===== src/rtl/wb_cmd_regs.sv =====
// Wishbone register front-end that issues byte-engine commands and collects their responses; FSMR readback enabled by WB_CMD_REGS_FSMR_EN.
// ack_o and dat_o arrive one cycle after strobe; commands are held in ISSUE until cmd_ready_i accepts them.
module wb_cmd_regs #(
    parameter int ADDR_WIDTH = 2,
    parameter int DATA_WIDTH = 8
) (
    input  logic                  clk_i,
    input  logic                  rst_i,
    input  logic                  cyc_i,
    input  logic                  stb_i,
    input  logic                  we_i,
    input  logic [ADDR_WIDTH-1:0] adr_i,
    input  logic [DATA_WIDTH-1:0] dat_i,
    output logic [DATA_WIDTH-1:0] dat_o,
    output logic                  ack_o,
    output logic                  irq_o,
    output logic                  cmd_valid_o,
    input  logic                  cmd_ready_i,
    output logic [2:0]            cmd_code_o,
    output logic [DATA_WIDTH-1:0] wr_data_o,
    input  logic                  rsp_valid_i,
    input  logic [1:0]            rsp_code_i,
    input  logic [DATA_WIDTH-1:0] rd_data_i,
    input  logic                  bus_busy_i,
    input  logic                  bus_cap_i,
    input  logic [DATA_WIDTH-1:0] fsm_state_i
);

    typedef enum logic [1:0] {
        ST_IDLE  = 2'd0,
        ST_ISSUE = 2'd1,
        ST_WAIT  = 2'd2
    } state_t;

    state_t state, state_nxt;

    logic                  bus_ready;
    logic                  csr_e;
    logic                  csr_ie;
    logic [3:0]            bus_id;
    logic                  bb_q;
    logic                  bc_q;
    logic [DATA_WIDTH-1:0] tx_byte;
    logic [DATA_WIDTH-1:0] rx_byte;
    logic [3:0]            flags;      // {DON, NAK, AL, ERR}
    logic [3:0]            flags_nxt;
    logic                  irq_pending;
    logic [DATA_WIDTH-1:0] fsmr_word;
    logic [DATA_WIDTH-1:0] rd_word;

    logic bus_req;
    logic sel_csr, sel_dpr, sel_cmdr, sel_fsmr;
    logic wr_csr, wr_dpr, wr_cmdr, rd_cmdr;
    logic e_clear;
    logic cmd_accept, cmd_reject, rsp_accept;

    // bus_ready holds off the first ack until the second edge after reset release
    assign bus_req  = cyc_i & stb_i & ~ack_o & bus_ready;
    assign sel_csr  = (adr_i == ADDR_WIDTH'(0));
    assign sel_dpr  = (adr_i == ADDR_WIDTH'(1));
    assign sel_cmdr = (adr_i == ADDR_WIDTH'(2));
    assign sel_fsmr = (adr_i == ADDR_WIDTH'(3));

    assign wr_csr  = bus_req & we_i & sel_csr;
    assign wr_dpr  = bus_req & we_i & sel_dpr;
    assign wr_cmdr = bus_req & we_i & sel_cmdr;
    assign rd_cmdr = bus_req & ~we_i & sel_cmdr;

    assign e_clear    = wr_csr & ~dat_i[DATA_WIDTH-1];
    assign cmd_accept = wr_cmdr & csr_e & (state == ST_IDLE);
    assign cmd_reject = wr_cmdr & csr_e & (state != ST_IDLE);
    assign rsp_accept = rsp_valid_i & (state == ST_WAIT) & ~e_clear;

`ifdef WB_CMD_REGS_FSMR_EN
    logic [DATA_WIDTH-1:0] fsm_state_q;

    always_ff @(posedge clk_i or negedge rst_i) begin
        if (!rst_i) begin
            fsm_state_q <= '0;
        end else begin
            fsm_state_q <= fsm_state_i;
        end
    end

    assign fsmr_word = fsm_state_q;
`else
    logic unused_fsm_state;

    assign unused_fsm_state = ^fsm_state_i;
    assign fsmr_word        = '0;
`endif

    always_ff @(posedge clk_i or negedge rst_i) begin
        if (!rst_i) begin
            state <= ST_IDLE;
        end else begin
            state <= state_nxt;
        end
    end

    always_comb begin
        state_nxt = state;
        if (e_clear) begin
            state_nxt = ST_IDLE;
        end else begin
            case (state)
                ST_IDLE:  if (cmd_accept)  state_nxt = ST_ISSUE;
                ST_ISSUE: if (cmd_ready_i) state_nxt = ST_WAIT;
                ST_WAIT:  if (rsp_accept)  state_nxt = ST_IDLE;
                default:                   state_nxt = ST_IDLE;
            endcase
        end
    end

    always_comb begin
        cmd_valid_o = (state == ST_ISSUE);
    end

    // Response code n maps onto flag bit 3-n, so DON lands in the MSB
    always_comb begin
        flags_nxt = flags;
        if (cmd_accept) begin
            flags_nxt = 4'b0000;
        end else begin
            if (rsp_accept) begin
                flags_nxt = flags_nxt | (4'b1000 >> rsp_code_i);
            end
            if (cmd_reject) begin
                flags_nxt[0] = 1'b1;
            end
        end
    end

    // Register layout assumes DATA_WIDTH >= 8: flags in the top nibble, fields at the bottom
    always_comb begin
        rd_word = '0;
        if (sel_csr) begin
            rd_word[DATA_WIDTH-1] = csr_e;
            rd_word[DATA_WIDTH-2] = csr_ie;
            rd_word[DATA_WIDTH-3] = bb_q;
            rd_word[DATA_WIDTH-4] = bc_q;
            rd_word[3:0]          = bus_id;
        end else if (sel_dpr) begin
            rd_word = rx_byte;
        end else if (sel_cmdr) begin
            rd_word[DATA_WIDTH-1:DATA_WIDTH-4] = flags;
            rd_word[2:0]                       = cmd_code_o;
        end else if (sel_fsmr) begin
            rd_word = fsmr_word;
        end
    end

    always_ff @(posedge clk_i or negedge rst_i) begin
        if (!rst_i) begin
            bus_ready <= 1'b0;
            ack_o     <= 1'b0;
            dat_o     <= '0;
        end else begin
            bus_ready <= 1'b1;
            ack_o     <= bus_req;
            dat_o     <= (bus_req & ~we_i) ? rd_word : '0;
        end
    end

    always_ff @(posedge clk_i or negedge rst_i) begin
        if (!rst_i) begin
            csr_e   <= 1'b0;
            csr_ie  <= 1'b0;
            bus_id  <= '0;
            bb_q    <= 1'b0;
            bc_q    <= 1'b0;
            tx_byte <= '0;
        end else begin
            bb_q <= bus_busy_i;
            bc_q <= bus_cap_i;
            if (wr_csr) begin
                csr_e  <= dat_i[DATA_WIDTH-1];
                csr_ie <= dat_i[DATA_WIDTH-2];
                bus_id <= dat_i[3:0];
            end
            if (wr_dpr) begin
                tx_byte <= dat_i;
            end
        end
    end

    always_ff @(posedge clk_i or negedge rst_i) begin
        if (!rst_i) begin
            cmd_code_o  <= '0;
            wr_data_o   <= '0;
            rx_byte     <= '0;
            flags       <= '0;
            irq_pending <= 1'b0;
            irq_o       <= 1'b0;
        end else begin
            if (cmd_accept) begin
                cmd_code_o <= dat_i[2:0];
                wr_data_o  <= tx_byte;
            end
            if (rsp_accept) begin
                rx_byte <= rd_data_i;
            end
            flags <= flags_nxt;
            // a new event on the same edge as a CMDR read keeps the interrupt pending
            irq_pending <= (irq_pending & ~rd_cmdr) | rsp_accept | cmd_reject;
            irq_o       <= csr_ie & irq_pending;
        end
    end

endmodule


===== config.mk =====
export PLATFORM = sky130hd
export DESIGN_NAME = wb_cmd_regs
export DESIGN_NICKNAME = d
export VERILOG_FILES = /design/src/rtl/wb_cmd_regs.sv
export SDC_FILE = /design/constraint.sdc
export NUM_CORES = 1
export LEC_CHECK = 0
export ABC_AREA = 1
export BUFFER_PORTS_ARGS = -buffer_cell sky130_fd_sc_hd__buf_2
export CAP_MARGIN = 20
export CELL_PAD_IN_SITES_DETAIL_PLACEMENT = 0
export CELL_PAD_IN_SITES_GLOBAL_PLACEMENT = 1
export CORE_UTILIZATION = 42
export DETAILED_ROUTE_END_ITERATION = 12
export PLACE_DENSITY = 0.88
export SLEW_MARGIN = 0
export SYNTH_ARGS = -nofsm -noshare
export SYNTH_HDL_FRONTEND = slang
export SYNTH_SLANG_ARGS = --single-unit

===== constraint.sdc =====
create_clock -name clk_i -period 3.3 [get_ports clk_i]
set_clock_uncertainty 0.15 [all_clocks]
set_input_delay 0 -clock clk_i [delete_from_list [all_inputs] [get_ports clk_i]]
set_output_delay 0 -clock clk_i [all_outputs]
set_load 0.02 [all_outputs]

* Word-level counts from Yosys, hierarchy flattened
Index checks and enable logic that the tools add are counted.
Storage, ports and cells: register bits after elaboration 53, input bits 37, output and inout port bits 22, word-level logic and storage cells 69
Cells by class: eq/ne operators 7, shift-type cells 1, muxes and demuxes 13, bitwise gates (word level) 25, reductions and logical operators 6
Operators by type and width (count):
- 8-bit two-way mux | 3
- 1-bit bitwise AND | 17
- 4-bit two-way mux | 3
- 2-bit two-way mux | 4
- 3-bit inequality test (second input constant) | 2
- 2-bit one-hot mux with 3 select lines | 1
- 1-bit NOT | 5
- 2-bit by 1-bit equality test with 1-bit output (second input constant) | 2
- 2-bit equality test (second input constant) | 2
- 2-bit logical NOT | 2
- 4-bit OR | 1
- 2-bit nonzero test | 2
- 4-bit by 2-bit >> shifter with 4-bit output (first input constant) | 1
- 3-bit two-way mux | 1
- 3-bit by 1-bit inequality test with 1-bit output (second input constant) | 1
- 3-bit AND reduction | 1
- 3-bit nonzero test | 1
- 1-bit OR | 2
- 1-bit two-way mux | 1

* Logic depth before layout (Yosys ltp)
Gate-level depths: netlist (run 1).
depth in word-level cells 11, mapped depth 9, gate-level depth less buffers 8

* Least setup slack after synthesis (run 1)
OpenSTA, ideal clock, no wires.
path kind reg-to-reg, start point register ack_o, end point register cmd_code_o[0], library setup time 0.119 ns, arrival 1.304 ns, data required time 3.031 ns, setup slack 1.727 ns, stages on the path, launching flop included 10, buffers on the path 1, period minus slack after synthesis 1.573 ns, cells stage by stage dfrtp_1 inv_1 nand2_2 nor2_4 nand3_4 nor2_8 inv_4 buf_6 nand2_1 o21ai_2
On the way: cells in the longest elaborated chain, start to end 7
Ends and longest elaborated chain:
- start, declared | RTL line 15 | output logic ack_o,
- start signal, assigned | RTL line 160 | ack_o <= bus_req;
- 1-bit NOT | RTL line 58 | assign bus_req = cyc_i & stb_i & ~ack_o & bus_ready;
- 1-bit bitwise AND (2 in series) | RTL line 58
- net bus_req | RTL line 51 | logic bus_req;
- 1-bit bitwise AND (2 in series) | RTL line 66 | assign wr_cmdr = bus_req & we_i & sel_cmdr;
- 1-bit bitwise AND (2 in series) | RTL line 70 | assign cmd_accept = wr_cmdr & csr_e & (state == ST_IDLE);
- end signal, assigned | RTL line 197 | cmd_code_o <= dat_i[2:0];
- end, declared | RTL line 19 | output logic [2:0] cmd_code_o,
The timed path passes the listed nets, and every way through them passes these cells. A chain may end at the register's enable or synchronous reset.

* Worst setup path in the final report (run 1)
start point input port stb_i, end point register state[0]
On the way: cells in the longest elaborated chain, start to end 10, elaborated cells between the ends (all ways) 16, those cells by class 3 x eq/ne; 1 x mux; 11 x bitwise; 1 x reduce/logical
Ends and longest elaborated chain:
- start, declared | RTL line 10 | input logic stb_i,
- 1-bit bitwise AND (*) (3 in series) | RTL line 58
- net bus_req | RTL line 51
- 1-bit bitwise AND (*) | RTL line 64, 66
- 1-bit bitwise AND | RTL line 64 | assign wr_csr = bus_req & we_i & sel_csr;
- 1-bit bitwise AND | RTL line 69 | assign e_clear = wr_csr & ~dat_i[DATA_WIDTH-1];
- 1-bit NOT | RTL line 72 | assign rsp_accept = rsp_valid_i & (state == ST_WAIT) & ~e_clear;
- 1-bit bitwise AND | RTL line 72
- 3-bit inequality test (no source line)
- 3-bit AND reduction (no source line)
- end signal, assigned | RTL line 97 | state <= state_nxt;
- end, declared | RTL line 35 | state_t state, state_nxt;
Mark *: on every way through the listed nets, which the timed path passes. The rest lies on a longest branch.

==> results.ini, run 1 <==
[drt]
met3WireLength_um=194
met2_length_um=2241
drc_errors=0
vias=1867
via_per_inst=4.543
routed_wl_um=4724
drt-met1-wl_um=2207
dr.pass1.iters=5
wire_per_inst_um=11.49
drt_iter0_drc=129
final_antenna_net_count=0
top_layer=met4

[setup_path]
rrSetupSlack_ns=1.46
ff2ff_path_depth=8
cp_slowest_stage_delay_ns=0.60
crit_buf_inv=4
cp_slowest_cell=dlygate4sd3_1
critPathMaxFanout=4
path_cells=dlygate4sd3_1 > buf_2 > nand2_2 > dlygate4sd3_1 > nor2_4 > nand4_2 > nand3_1 > dlygate4sd3_1 > nand2_1
criticalPathCategory=primary input to register
crit_top_cell=dlygate4sd3_1
crit_arrival_ns=2.35
critPathTopFamily=buffers and inverters
reg2reg_to=flags[0]
reg2reg_from=ack_o
critPathRequiredTime_ns=3.34
worstSetupStartpointType=primary input
endpoint_kind=register

[synthesis]
syn-num-nets=292
post-synth-top-area-fraction=0.5678
synth.area.top_cells=dfrtp_1 (57%), nand2_1 (17%), inv_1 (4.2%), o21ai_2 (3.4%), a31o_2 (2.6%)
synth_cell_type_count=26
syn_area_per_cell_um2=9.161
yosysSeqAreaShare=0.5678
yosysWarningCount=0
synth_area_um2=2336
synth_top_area_cell=dfrtp_1
synth_cells=255
ys_seq_elements=53

[timing]
rsz0062_at_grt=no
whs_ns=0.06117
hold_viol=0
fmax_ghz=0.4339
slew_headroom=0.4722
drv_slew=0
fin_crit_sh=0.6984
min_period_ns=2.305
setup_viol=0
final.setup.tns_ns=0
worst_pin_slew_ns=0.7887

[floorplan]
die_h_um=76.58
dieWidth_um=76.58
initial_utilization=0.4460
io_pins=59
coreArea_um2=5238
dieArea_um2=5865
rows=26

[placement]
hpwl_um=3208
gp_congestion=0.7897
placed_area_um2=2631
port_buffers=50

[global_routing]
grt_antenna_before_repair=0
grt_pass1_wl_um=8100
gr-usage-all-layers=0.1761
grt_pass1_vias=1807
gr-total-overflow=0
grt_max_degree=31

[clocking]
clock_latency_ns=0.30
cts_tree=done
clk_pin_slew_ns=0.09
cts.sinks=53
ctsHtreeMaxLevel=2
root_buffer=clkbuf_8
numCtsBuffers=5
cts_max_path_buffers=2
cts_resized=0

[power]
power.total_mw=1.778
power_density_nw_per_um2=571.8
irDropWorstVdd_uv=343.3
power_leakage_nw=1.706

[final_layout]
layout_common_cells=nand2_1 (105), dfrtp_1 (53), buf_2 (50)
drive_above_1_share=0.2727
antenna_cells=0
fin_area_um2=3109
synthToLayoutAreaGrowth_pct=33.10
final_common_cell=nand2_1
fillers=461
final_nets=377

[flow_run]
drv_cap=0

[run_status]
status=complete, no violations

[min_path]
hold_path_class=primary input to asynchronous set/reset pin

-- layer usage --
layer,up-vias,global-route usage
li1,961,-
met1,845,0.2186
met2,54,0.3036
met3,7,0.03713
met4,0,0.05962
met5,-,0
-- cell usage after synthesis --
library cell / n
conb_1: 1
inv_1: 26
dfrtp_1: 53
a21boi_0: 1
a21o_1: 1
inv_4: 1
o21ai_1: 5
nand3_1: 10
buf_4: 1
a31o_2: 7
nor2_4: 3
nand4_2: 1
nand2_1: 105
inv_2: 2
a21oi_1: 2
o21bai_1: 2
nand2_2: 5
o21ai_0: 3
buf_6: 2
nand3_4: 1
nand3_2: 3
nor2_1: 5
nor3_4: 1
o21ai_2: 9
nor2_8: 1
buf_2: 4
-- flip-flops by register name (all words and copies together), names as in the netlist --
name         cells
dat_o            8
irq_pending      1
cmd_code_o       3
bc_q             1
irq_o            1
tx_byte          8
wr_data_o        8
flags            4
bus_id           4
state            2
csr_ie           1
rx_byte          8
bus_ready        1
csr_e            1
bb_q             1
ack_o            1
-- metrics by stage --
step / util / setup WS, ns / std cells
finish: 0.5936 / 0.9954 / 411
global route: 0.5936 / 0.9003 / 411
global placement: 0.5024 / 1.599 / 369
detailed placement: 0.5024 / 1.562 / 369
floorplan: - / 1.727 / 255
CTS: 0.5936 / 1.018 / 411
-- worst reg2reg max path: stages (launching register included) --
cell	delay (ns)
dfrtp_1	0.39
inv_1	0.06
nand2_2	0.08
nor3_4	0.21
dlygate4sd3_1	0.62
nand3_1	0.09
nand2_1	0.08
nand2_1	0.05
nand2_1	0.05
-- how the worst max path moves through the flow --
stage / slack (ns) / startpoint / endpoint / cells past startpoint
6_report: 1.0 / stb_i / state[0] / 9
3_5_place_dp: 1.56 / ack_o / rx_byte[1] / 8
2_1_floorplan: 1.73 / ack_o / cmd_code_o[0] / 9
5_1_grt: 0.90 / stb_i / state[0] / 9
4_1_cts: 1.02 / stb_i / state[0] / 9
3_3_place_gp: 1.60 / ack_o / rx_byte[1] / 8
-- repair_timing --
| item | 4_1_cts | 5_1_grt |
|---|---|---|
| endpoints found under the setup margin | 0 | 0 |
| hold buffers | 34 | 0 |
| setup buffers | 0 | 0 |
| endpoints found under the hold margin | 62 | 0 |
-- layout make-up --
cell class	count	area (um2)	share of cell area
Sequential cell	53	1326	0.4266
Multi-Input combinational cell	166	848.3	0.2728
Timing Repair Buffer	85	598.1	0.1924
Inverter	29	111.4	0.03581
Clock buffer	5	68.82	0.02213
Clock inverter	3	68.82	0.02213
Tap cell	70	87.58	0.02817
-- kinds of logic (layout without fill, tap and decap cells) --
group           Yosys count  in the layout  synth area share
simple gates            135            135            0.2673
flops                    53             53            0.5678
buf+inv                  36            122           0.06910
compound gates           30             30           0.09427
other cells               1              1          0.001605
-- where the power goes --
part / switching, mW / internal [mW] / total (mW)
clock: 0.212 / 0.305 / 0.517
sequential: 0.0824 / 0.784 / 0.867
combinational: 0.230 / 0.164 / 0.394
No activity file was read; power rests on OpenSTA's default activity.
==> run 2: changes to the inputs <==
ABC_AREA = 0   (was 1)
CORE_UTILIZATION = 41   (was 42)
PLACE_DENSITY = 0.82   (was 0.88)
clock period = 2.26 ns   (was 3.3 ns; I/O delays follow)
==> run 2 against run 1 <==
  * Wire length decreased by 8.6%
  * Sequential power increased by 26%
  * Combinational power decreased by 30%
  * Count of clock-buffer cells in the layout increased by 2
  * Worst hold slack improved by 0.013 ns
  * Non-clock buffer count decreased by 1
  * Synthesized area decreased by 4.2%
  * Setup slack got worse by 0.60 ns
  * Clock power increased by 2%
==> results.ini, run 2 <==
[drt]
wire_per_inst_um=13.62  ; was 11.49 um
final_antenna_net_count=0  ; unchanged
vias=1539  ; was 1867
drt_iter0_drc=71  ; was 129
drc_errors=0  ; unchanged
dr.pass1.iters=4  ; was 5
routed_wl_um=4316  ; was 4724 um
via_per_inst=4.855  ; was 4.543

[power]
power_density_nw_per_um2=638.2  ; was 571.8 nW/um2
power.total_mw=1.890  ; was 1.778 mW
irDropWorstVdd_uv=376.3  ; was 343.3 uV
power_leakage_nw=1.489  ; was 1.706 nW

[timing]
final.setup.tns_ns=0  ; unchanged
fmax_ghz=0.5362
hold_viol=0  ; unchanged
fin_crit_sh=0.8253
setup_viol=0  ; unchanged
whs_ns=0.07432  ; was 0.06117 ns
rsz0062_at_grt=no  ; unchanged
min_period_ns=1.865
finalWorstSetupSlack_ns=0.3949  ; was 0.9954 ns
drv_slew=0  ; unchanged
slew_headroom=0.5664  ; was 0.4722
worst_pin_slew_ns=0.6504  ; was 0.7887 ns

[setup_path]
criticalPathCategory=register to register  ; was primary input to register
critPathRequiredTime_ns=2.30  ; was 3.34 ns
worstSetupStartpointType=register  ; was primary input
rrSetupSlack_ns=0.39  ; was 1.46 ns
crit_arrival_ns=1.90  ; was 2.35 ns
critPathMaxFanout=10  ; was 4
endpoint_kind=register  ; unchanged

[synthesis]
yosysMostFrequentCell=dfrtp_1  ; was nand2_1
yosysSeqAreaShare=0.5925  ; was 0.5678
synth.area.top_cells=dfrtp_1 (59%), mux2_2 (13%), mux2i_1 (3.6%), mux2_1 (3.0%), nor4_4 (1.9%)  ; was dfrtp_1 (57%), nand2_1 (17%), inv_1 (4.2%), o21ai_2 (3.4%), a31o_2 (2.6%)
syn-num-nets=197  ; was 292
post-synth-top-area-fraction=0.5925  ; was 0.5678
syn_area_per_cell_um2=13.99  ; was 9.161 um2
synth_area_um2=2238  ; was 2336 um2
synth-async-reset-ratio=1.000  ; unchanged
ys.flop_type=dfrtp_1  ; unchanged
synth_edf_count=0  ; unchanged
synth_top_area_cell=dfrtp_1  ; unchanged
synth_cells=160  ; was 255
ys_seq_elements=53  ; unchanged
synth_cell_type_count=34  ; was 26
synth_common_cells=dfrtp_1 (53), mux2_2 (26), a21oi_1 (8), mux2i_1 (8)  ; was nand2_1 (105), dfrtp_1 (53), inv_1 (26)
yosysWarningCount=0  ; unchanged

[floorplan]
die_h_um=75.89  ; was 76.58 um
dieArea_um2=5759  ; was 5865 um2
rows=26  ; unchanged
coreArea_um2=5172  ; was 5238 um2
initial_utilization=0.4328  ; was 0.4460
io_pins=59  ; unchanged
dieWidth_um=75.89  ; was 76.58 um

[clocking]
clk_pin_slew_ns=0.09  ; about the same
cts_tree=done  ; unchanged
cts_max_path_buffers=2  ; unchanged
cts.sinks=53  ; unchanged
ctsHtreeMaxLevel=2  ; unchanged
clock_latency_ns=0.30  ; about the same
cts_resized=0  ; unchanged
root_buffer=clkbuf_8  ; unchanged
numCtsBuffers=5  ; unchanged

[global_routing]
grt_max_degree=54  ; was 31
grt_pass1_wl_um=7224  ; was 8100 um
gr-usage-all-layers=0.1737  ; was 0.1761
gr-total-overflow=0  ; unchanged
grt_antenna_before_repair=0  ; unchanged
grt_pass1_vias=1553  ; was 1807

[placement]
dp_cells=281  ; was 369
pre_cts_ws_ns=0.4136  ; was 1.562 ns
port_buffers=50  ; unchanged
placed_area_um2=2585  ; was 2631 um2
hpwl_um=2890  ; was 3208 um
gp_congestion=0.7823  ; was 0.7897

[final_layout]
fillers=444  ; was 461
multi_input_area_um2=860.8  ; was 848.3 um2
antenna_cells=0  ; unchanged
fin_area_um2=2962  ; was 3109 um2
synthToLayoutAreaGrowth_pct=32.31  ; was 33.10%
register_area_um2=1326  ; unchanged
final_nets=284  ; was 377
post-route-util=0.5726  ; was 0.5936
final_cells=317  ; was 411
final_common_cell=dfrtp_1  ; was nand2_1
drive_above_1_share=0.4049  ; was 0.2727
layout_common_cells=dfrtp_1 (53), buf_2 (50), dlygate4sd3_1 (29)  ; was nand2_1 (105), dfrtp_1 (53), buf_2 (50)

[flow_run]
drv_cap=0  ; unchanged

[run_status]
status=complete, no violations  ; unchanged

[min_path]
hold_path_class=primary input to register  ; was primary input to asynchronous set/reset pin

run 2: routing by layer:
layer | wire length [um] | part of all wire | up-vias | track usage
li1 | - | - | 741 | -
met1 | 2032 | 0.47 | 755 | 0.2287
met2 | 2024 | 0.47 | 37 | 0.2832
met3 | 209 | 0.048 | 6 | 0.04630
met4 | 50 | 0.012 | 0 | 0.04938
met5 | 0 | 0 | - | 0
run 2: cells by family after synthesis:
family / synth area share
AO/OA/AOI/OAI: 0.06597
buffers and inverters: 0.02292
flip-flops: 0.5925
multiplexers: 0.1968
other: 0.001675
AND/OR/NAND/NOR: 0.1202
run 2: repair_timing:
item                       CTS  global route
setup endpoints to repair    0             0
buffers inserted             0             0
hold buffers                29             0
hold endpoints to repair    88             0
run 2: worst max-delay path: stages (launching register included):
cell and delay, ns:
dfrtp_1 0.40, nand4b_4 0.15, inv_2 0.12, a21oi_2 0.52
mux2_2 0.40
run 2: final timing paths:
check	from	to	depth (start not counted)
worst max-delay path	bus_ready	rx_byte[2]	4
worst min-delay path	adr_i[0]	dat_o[3]	3
worst max register to register	bus_ready	rx_byte[2]	4
worst min register to register	wr_data_o[5]	wr_data_o[5]	1
max in group asynchronous	rst_i	flags[2]	3
min in group asynchronous	rst_i	irq_o	3
run 2: power breakdown:
part,internal (mW),switching [mW],total (mW)
registers,1.04,0.0506,1.09
clock network,0.243,0.281,0.525
logic,0.155,0.120,0.275
run 2: area by class of cell:
cell class,count,area share
Clock buffer,7,0.02915
Inverter,6,0.007605
Multi-Input combinational cell,97,0.2907
Sequential cell,53,0.4478
Tap cell,70,0.02957
Timing Repair Buffer,84,0.1952
